`config.mk`:
```
export PLATFORM = sky130hd
export DESIGN_NAME = uart_rx_fifo
export DESIGN_NICKNAME = d
export VERILOG_FILES = /design/src/rtl/uart_rx_fifo.sv
export SDC_FILE = /design/constraint.sdc
export NUM_CORES = 1
export LEC_CHECK = 0
export CAP_MARGIN = 20
export CORE_MARGIN = 3
export CORE_UTILIZATION = 49
export DETAILED_ROUTE_END_ITERATION = 16
export PLACE_DENSITY = 0.71
export RECOVER_POWER = 25
export SETUP_SLACK_MARGIN = 0.5
export SLEW_MARGIN = 10
export SYNTH_ARGS = -nofsm -noshare
export SYNTH_HDL_FRONTEND = slang
export SYNTH_SLANG_ARGS = --single-unit
```
`constraint.sdc`:
```
create_clock -name clock_i -period 3 [get_ports clock_i]
set_input_delay 0.3 -clock clock_i [delete_from_list [all_inputs] [get_ports clock_i]]
set_output_delay 0.3 -clock clock_i [all_outputs]
set_load 0.02 [all_outputs]
```
`src/rtl/uart_rx_fifo.sv`:
```
// -----------------------------------------------------------------------------
// uart_rx_fifo
// UART receiver with run-time frame configuration, majority-vote bit sampling,
// per-character error flags and a receive FIFO drained through a valid/ready
// stream.
//
// Optional feature macro: UART_RX_BREAK_DETECT_EN
//   When defined, the receiver recognises a break (all data bits 0, parity 0
//   if enabled, first stop bit 0). It pulses break_o for one cycle instead of
//   storing the frame, then waits for one full bit time of idle line.
//
// Ports:
//   clock_i          system clock, rising edge
//   reset_ni         asynchronous active-low reset
//   serial_i         asynchronous serial line, idle high
//   clock_divider_i  clock cycles per bit; values below 4 keep the receiver idle
//   data_bits_i      character length, clamped to 5..MAX_DATA_BITS
//   parity_en_i      parity bit present
//   parity_even_i    1 = even parity, 0 = odd parity
//   stop_bits_i      0 = one stop bit, 1 = two stop bits
//   data_o           FIFO head character, zero when the FIFO is empty
//   frame_err_o      FIFO head: a stop bit was sampled low
//   parity_err_o     FIFO head: parity mismatch
//   valid_o          FIFO non-empty
//   ready_i          head is consumed when valid_o && ready_i
//   fifo_level_o     current FIFO entry count, 0..FIFO_DEPTH
//   overrun_o        sticky: a character was dropped on a full FIFO
//   clear_overrun_i  level-sensitive clear of overrun_o (a new overrun wins)
//   break_o          (feature only) one-cycle break indication
// -----------------------------------------------------------------------------
module uart_rx_fifo #(
    parameter int CLOCK_DIVIDER_WIDTH = 16,
    parameter int MAX_DATA_BITS       = 9,
    parameter int FIFO_DEPTH          = 8
) (
    input  logic                           clock_i,
    input  logic                           reset_ni,
    input  logic                           serial_i,
    input  logic [CLOCK_DIVIDER_WIDTH-1:0] clock_divider_i,
    input  logic [3:0]                     data_bits_i,
    input  logic                           parity_en_i,
    input  logic                           parity_even_i,
    input  logic                           stop_bits_i,
    output logic [MAX_DATA_BITS-1:0]       data_o,
    output logic                           frame_err_o,
    output logic                           parity_err_o,
    output logic                           valid_o,
    input  logic                           ready_i,
    output logic [$clog2(FIFO_DEPTH):0]    fifo_level_o,
    output logic                           overrun_o,
    input  logic                           clear_overrun_i
`ifdef UART_RX_BREAK_DETECT_EN
    ,
    output logic                           break_o
`endif
);

    localparam int              AW          = $clog2(FIFO_DEPTH);
    localparam int              DW          = CLOCK_DIVIDER_WIDTH;
    localparam logic [3:0]      MAX_BITS    = 4'(MAX_DATA_BITS);
    localparam logic [DW-1:0]   MIN_DIVIDER = DW'(4);

    typedef enum logic [2:0] {
        IDLE,
        START,
        DATA,
        PARITY,
        STOP,
        PUSH
`ifdef UART_RX_BREAK_DETECT_EN
        ,
        BREAK
`endif
    } state_t;

    typedef struct packed {
        logic [MAX_DATA_BITS-1:0] data;
        logic                     frame_err;
        logic                     parity_err;
    } entry_t;

    function automatic logic [3:0] clamp_bits(input logic [3:0] bits);
        if (bits < 4'd5)     return 4'd5;
        if (bits > MAX_BITS) return MAX_BITS;
        return bits;
    endfunction

    // ---------------------------------------------------------------- sync
    logic [1:0] sync_q;
    logic       line;

    // NOTE: clocked state uses non-blocking assignments so every flop samples
    // pre-edge values; blocking here would collapse the two synchronizer stages.
    always_ff @(posedge clock_i or negedge reset_ni) begin
        if (!reset_ni) sync_q <= 2'b11;
        else           sync_q <= {sync_q[0], serial_i};
    end

    assign line = sync_q[1];

    // ---------------------------------------------------------------- receiver
    state_t                   state_q;
    logic [DW-1:0]            cfg_div_q;
    logic [3:0]               cfg_bits_q;
    logic                     cfg_par_en_q;
    logic                     cfg_even_q;
    logic                     cfg_stop2_q;
    logic [DW-1:0]            timer_q;
    logic [3:0]               bit_cnt_q;
    logic [1:0]               samp_q;
    logic [MAX_DATA_BITS-1:0] data_q;
    logic                     frame_err_q;
    logic                     parity_err_q;
`ifdef UART_RX_BREAK_DETECT_EN
    logic                     par_bit_q;
    logic                     stop0_low_q;
    logic                     break_q;
`endif

    logic [DW-1:0] mid;
    logic          at_s0, at_s1, at_s2, bit_end, majority, last_stop, push_req;

    // NOTE: every always_comb output gets a default first, so no path can
    // leave a signal unassigned and infer a latch.
    always_comb begin
        mid       = cfg_div_q >> 1;
        at_s0     = (timer_q == mid - DW'(1));
        at_s1     = (timer_q == mid);
        at_s2     = (timer_q == mid + DW'(1));
        bit_end   = (timer_q == cfg_div_q - DW'(1));
        // Third vote is the live line value at mid+1, so the bit is known in
        // the same cycle as the last sample.
        majority  = (samp_q[0] & samp_q[1]) | (samp_q[0] & line) | (samp_q[1] & line);
        last_stop = (bit_cnt_q == {3'b000, cfg_stop2_q});
        push_req  = (state_q == PUSH);
`ifdef UART_RX_BREAK_DETECT_EN
        if (break_q) push_req = 1'b0;
`endif
    end

    always_ff @(posedge clock_i or negedge reset_ni) begin
        if (!reset_ni) begin
            state_q      <= IDLE;
            cfg_div_q    <= '0;
            cfg_bits_q   <= 4'd8;
            cfg_par_en_q <= 1'b0;
            cfg_even_q   <= 1'b0;
            cfg_stop2_q  <= 1'b0;
            timer_q      <= '0;
            bit_cnt_q    <= '0;
            samp_q       <= 2'b11;
            data_q       <= '0;
            frame_err_q  <= 1'b0;
            parity_err_q <= 1'b0;
`ifdef UART_RX_BREAK_DETECT_EN
            par_bit_q    <= 1'b0;
            stop0_low_q  <= 1'b0;
            break_q      <= 1'b0;
`endif
        end else begin
            // Bit timer and the first two votes are shared by all bit states.
            if (state_q inside {START, DATA, PARITY, STOP}) begin
                timer_q <= bit_end ? '0 : timer_q + DW'(1);
                if (at_s0) samp_q[0] <= line;
                if (at_s1) samp_q[1] <= line;
            end

            case (state_q)
                IDLE: begin
                    if (!line && clock_divider_i >= MIN_DIVIDER) begin
                        cfg_div_q    <= clock_divider_i;
                        cfg_bits_q   <= clamp_bits(data_bits_i);
                        cfg_par_en_q <= parity_en_i;
                        cfg_even_q   <= parity_even_i;
                        cfg_stop2_q  <= stop_bits_i;
                        timer_q      <= DW'(1);   // this cycle is position 0
                        bit_cnt_q    <= '0;
                        data_q       <= '0;
                        frame_err_q  <= 1'b0;
                        parity_err_q <= 1'b0;
                        state_q      <= START;
                    end
                end
                START: begin
                    if (bit_end) state_q <= DATA;
                    // A high start vote is a glitch; this overrides bit_end.
                    if (at_s2 && majority) state_q <= IDLE;
                end
                DATA: begin
                    if (at_s2) data_q[bit_cnt_q] <= majority;
                    if (bit_end) begin
                        if (bit_cnt_q == cfg_bits_q - 4'd1) begin
                            bit_cnt_q <= '0;
                            state_q   <= cfg_par_en_q ? PARITY : STOP;
                        end else begin
                            bit_cnt_q <= bit_cnt_q + 4'd1;
                        end
                    end
                end
                PARITY: begin
                    if (at_s2) begin
                        parity_err_q <= (((^data_q) ^ majority) != !cfg_even_q);
`ifdef UART_RX_BREAK_DETECT_EN
                        par_bit_q    <= majority;
`endif
                    end
                    if (bit_end) state_q <= STOP;
                end
                STOP: begin
                    if (bit_end) bit_cnt_q <= 4'd1;
                    if (at_s2) begin
                        if (!majority) frame_err_q <= 1'b1;
`ifdef UART_RX_BREAK_DETECT_EN
                        if (bit_cnt_q == 4'd0) stop0_low_q <= !majority;
`endif
                        // Leave at the last vote without waiting out the bit.
                        if (last_stop) begin
                            state_q <= PUSH;
`ifdef UART_RX_BREAK_DETECT_EN
                            break_q <= (data_q == '0) && (!cfg_par_en_q || !par_bit_q) &&
                                       ((bit_cnt_q == 4'd0) ? !majority : stop0_low_q);
`endif
                        end
                    end
                end
                PUSH: begin
                    state_q <= IDLE;
`ifdef UART_RX_BREAK_DETECT_EN
                    break_q <= 1'b0;
                    if (break_q) begin
                        timer_q <= '0;
                        state_q <= BREAK;
                    end
`endif
                end
`ifdef UART_RX_BREAK_DETECT_EN
                BREAK: begin
                    // Count consecutive high cycles; any low restarts the bit time.
                    if (!line)                              timer_q <= '0;
                    else if (timer_q == cfg_div_q - DW'(1)) state_q <= IDLE;
                    else                                    timer_q <= timer_q + DW'(1);
                end
`endif
                default: state_q <= IDLE;
            endcase
        end
    end

`ifdef UART_RX_BREAK_DETECT_EN
    assign break_o = break_q;
`endif

    // ---------------------------------------------------------------- FIFO
    entry_t       mem_q [FIFO_DEPTH];
    entry_t       head;
    logic [AW:0]  wr_ptr_q, rd_ptr_q;
    logic         empty, full, pop, push, drop, overrun_q;

    assign empty = (wr_ptr_q == rd_ptr_q);
    assign full  = (wr_ptr_q[AW] != rd_ptr_q[AW]) && (wr_ptr_q[AW-1:0] == rd_ptr_q[AW-1:0]);
    assign pop   = !empty && ready_i;
    // A pop in the same cycle frees the slot the push needs.
    assign push  = push_req && (!full || pop);
    assign drop  = push_req && full && !pop;

    // NOTE: storage has no reset; the pointers alone define which entries are
    // valid, and the outputs are masked while the FIFO is empty.
    always_ff @(posedge clock_i) begin
        if (push) mem_q[wr_ptr_q[AW-1:0]] <= {data_q, frame_err_q, parity_err_q};
    end

    always_ff @(posedge clock_i or negedge reset_ni) begin
        if (!reset_ni) begin
            wr_ptr_q  <= '0;
            rd_ptr_q  <= '0;
            overrun_q <= 1'b0;
        end else begin
            if (push) wr_ptr_q <= wr_ptr_q + 1'b1;
            if (pop)  rd_ptr_q <= rd_ptr_q + 1'b1;
            if (drop)                 overrun_q <= 1'b1;
            else if (clear_overrun_i) overrun_q <= 1'b0;
        end
    end

    assign head         = mem_q[rd_ptr_q[AW-1:0]];
    assign data_o       = empty ? '0 : head.data;
    assign frame_err_o  = !empty && head.frame_err;
    assign parity_err_o = !empty && head.parity_err;
    assign valid_o      = !empty;
    assign fifo_level_o = wr_ptr_q - rd_ptr_q;
    assign overrun_o    = overrun_q;

endmodule
```
==> impl_metrics.ini <==
[placement]
pre_cts_slack_ns = -0.0193
dp_hpwl_um = 16100
portBuffers = 44
place_congestion = 0.930

[cts]
hold_buffers = 0
clk_pin_slew_ns = 0.07
root_buffer = clkbuf_16
worst_skew_pair.late_latency_ns = 0.43
cts_tree = yes
cts_made_buffers = 17
htreeDepth = 4
clock_sinks = 158
cts_buffer_depth = 2

[finish]
final_common_cell = nand2_1
layout_common_cells = 116 x nand2_1, 88 x edfxtp_1, 83 x buf_4, 61 x dfrtp_1, 52 x xnor2_1
syn_to_final_growth_pct = 27.5
post-route-util_pct = 64.1
drive_gt1_share_pct = 27.5
nets = 962
fill_cells = 1342
diodes = 0

[timing]
period_share_pct = 103
skew_ns = 0.0114
period_needed_ns = 3.08
setup_viol = 19
tightest_slew_ns = 1.77
rsz0062_at_grt = yes
fin_ws_ns = -0.0802
slew_viol_final = 71
relSlewSlack_pct = -17.7
hold_viol = 0
fmax_mhz = 325
final.setup.tns_ns = -0.699

[drt]
drtPass1Iterations = 5
vias_per_cell = 5.91
ant_nets = 0
vias = 6838
drt_first_iter_violations = 488
drcViolationCount = 0
post_drt_wl_per_cell_um = 20.3
wl_um = 23500

[global_routing]
grt_pass1_vias = 6755
overflow = 0
grt_max_degree = 71
antenna_found_initial = 0
grt_usage_pct = 24.4
grt_pass1_wl_um = 37100

[synthesis]
synth_top_area_share_pct = 30.2
ys_seq_area_share_pct = 50.3
avgSynthCellArea_um2 = 10.7
synth_edf_count = 88
syn-num-nets = 860
synth_area_leader_cell = edfxtp_1
synthFlopType = edfxtp_1
yosys-top-cells-area = edfxtp_1 30%, dfrtp_1 19%, mux4_2 5.7%
synth-seq-cells = 158
synth_cells = 817
yosysWarnings = 0
async_reset_ff_share_pct = 44.3
synthDistinctLibCells = 68
netlist_area_mm2 = 0.00876

[floorplan]
pin_count = 45
die_w_um = 140
dieArea_mm2 = 0.0195
rows = 48
initial_core_util_pct = 50.3
die-height_um = 140
coreArea_mm2 = 0.0174

[setup_path]
cp_max_fo = 4
crit_path_end_kind = register
r2r-end = bit_cnt_q[3]$_DFFE_PN0P_
r2r_cells = 9
arrival_ns = 3.40
r2r_setup_slack_ns = -0.08
r2r_start = cfg_div_q[7]$_DFFE_PN0P_
crit_type = reg -> reg
cp.required_ns = 3.32
worstSetupStartpointType = register

[flow_run]
drv_cap = 1

[outcome]
outcome = complete, but fails checks
violations = capacitance limit, slew limit, setup timing

[power]
p_leak_uw = 0.00425
power.density_mw_per_mm2 = 899
peakVddDrop_mv = 0.698

[hold_path]
hold_path_class = in -> async
==> area by class of cell <==
type / instances / area [um^2] / area share (%)
clock buffer: 17 / 425 / 3.81
clock inverter: 15 / 183 / 1.64
multi-input combinational: 573 / 4510 / 40.4
inverter: 26 / 97.6 / 0.874
sequential: 158 / 4410 / 39.5
timing repair buffer: 143 / 1260 / 11.3
tap: 225 / 282 / 2.52
==> critical path, cell delays in order, from the launching register on <==
cell       delay (ns)
dfrtp_1          0.40
or4_4            0.58
nor3_4           0.18
a31oi_2          0.12
or4_4            0.52
a2111oi_4        0.30
buf_4            0.19
a21boi_2         0.06
or3_4            0.38
a22o_1           0.24
==> how the worst max path moves through the flow <==
stage	from	endpoint	slack (ns)
after floorplan	cfg_div_q[7]$_DFFE_PN0P_	bit_cnt_q[3]$_DFFE_PN0P_	-0.07
after global placement	cfg_div_q[7]$_DFFE_PN0P_	timer_q[3]$_DFF_PN0_	0.003
after detailed placement	cfg_div_q[7]$_DFFE_PN0P_	timer_q[13]$_DFF_PN0_	-0.02
after CTS	cfg_div_q[7]$_DFFE_PN0P_	bit_cnt_q[3]$_DFFE_PN0P_	-0.04
after global routing	cfg_div_q[7]$_DFFE_PN0P_	bit_cnt_q[3]$_DFFE_PN0P_	-0.20
final	cfg_div_q[7]$_DFFE_PN0P_	bit_cnt_q[3]$_DFFE_PN0P_	-0.08
==> per-stage QoR <==
step / area (um^2) / instances / power (uW) / hold WS, ns
finish: 11200 / 1157 / 10000 / 0.339
global route: 11200 / 1157 / 10600 / 0.371
CTS: 10900 / 1151 / 9800 / 0.0224
detailed placement: 9990 / 1107 / 7440 / 0.350
global placement: 9990 / 1107 / 7410 / 0.353
floorplan: 8980 / 817 / 5930 / 0.00441
==> where the power goes <==
| group | switching [uW] | leakage, uW | internal, uW |
|---|---|---|---|
| logic | 2810 | 0.00220 | 2180 |
| registers | 335 | 0.00176 | 2550 |
| clock network | 1020 | 0.000293 | 1130 |
| total | 4170 | 0.00425 | 5860 |
==> state kept, by name, summed over array words and instances (netlist names), 2 cells and up <==
| name | count |
|---|---|
| timer_q | 16 |
| bit_cnt_q | 4 |
| samp_q | 2 |
| wr_ptr_q | 4 |
| sync_q | 2 |
| rd_ptr_q | 4 |
| mem_q | 88 |
| cfg_bits_q | 4 |
| data_q | 9 |
| cfg_div_q | 16 |
| state_q | 3 |
==> repair_timing <==
action | 4_1_cts | 5_1_grt
pin swaps | 19 | 13
setup buffers | 11 | 5
cloned | 1 | 1
endpoints found under the setup margin | 50 | 46
gates resized for setup | 61 | 46
endpoints found under the hold margin | 0 | 0
==> routing by layer <==
layer	global-route usage, %	share of wire (%)	wire length (um)
met5	0	0	0
met4	8.21	2.9	687
met3	4.36	4.1	961
met2	42.4	51	12100
met1	30.9	42	9770
==> synthesized netlist by cell type (all sizes together) (10+ instances only) <==
cell type	count
inv	26
o21ai	25
edfxtp	88
nand4	17
o31ai	10
nand3	25
a21oi	26
mux4	22
nor2	50
nand2	118
xnor2	55
clkbuf	48
dfrtp	65
or4	12
xor2	35
buf	14
nor3	18
ha	14
nor4	16
==> cell families after synthesis <==
| family | share of synthesized area (%) |
|---|---|
| xor gates and xnor gates | 9.00 |
| and+or+nand+nor | 18.5 |
| DFF | 50.3 |
| adders and majority gates | 2.23 |
| muxes | 6.77 |
| AOI/OAI and AO/OA | 9.27 |
| buffers and inverters | 4.00 |
(Power assumes the default switching activity.)
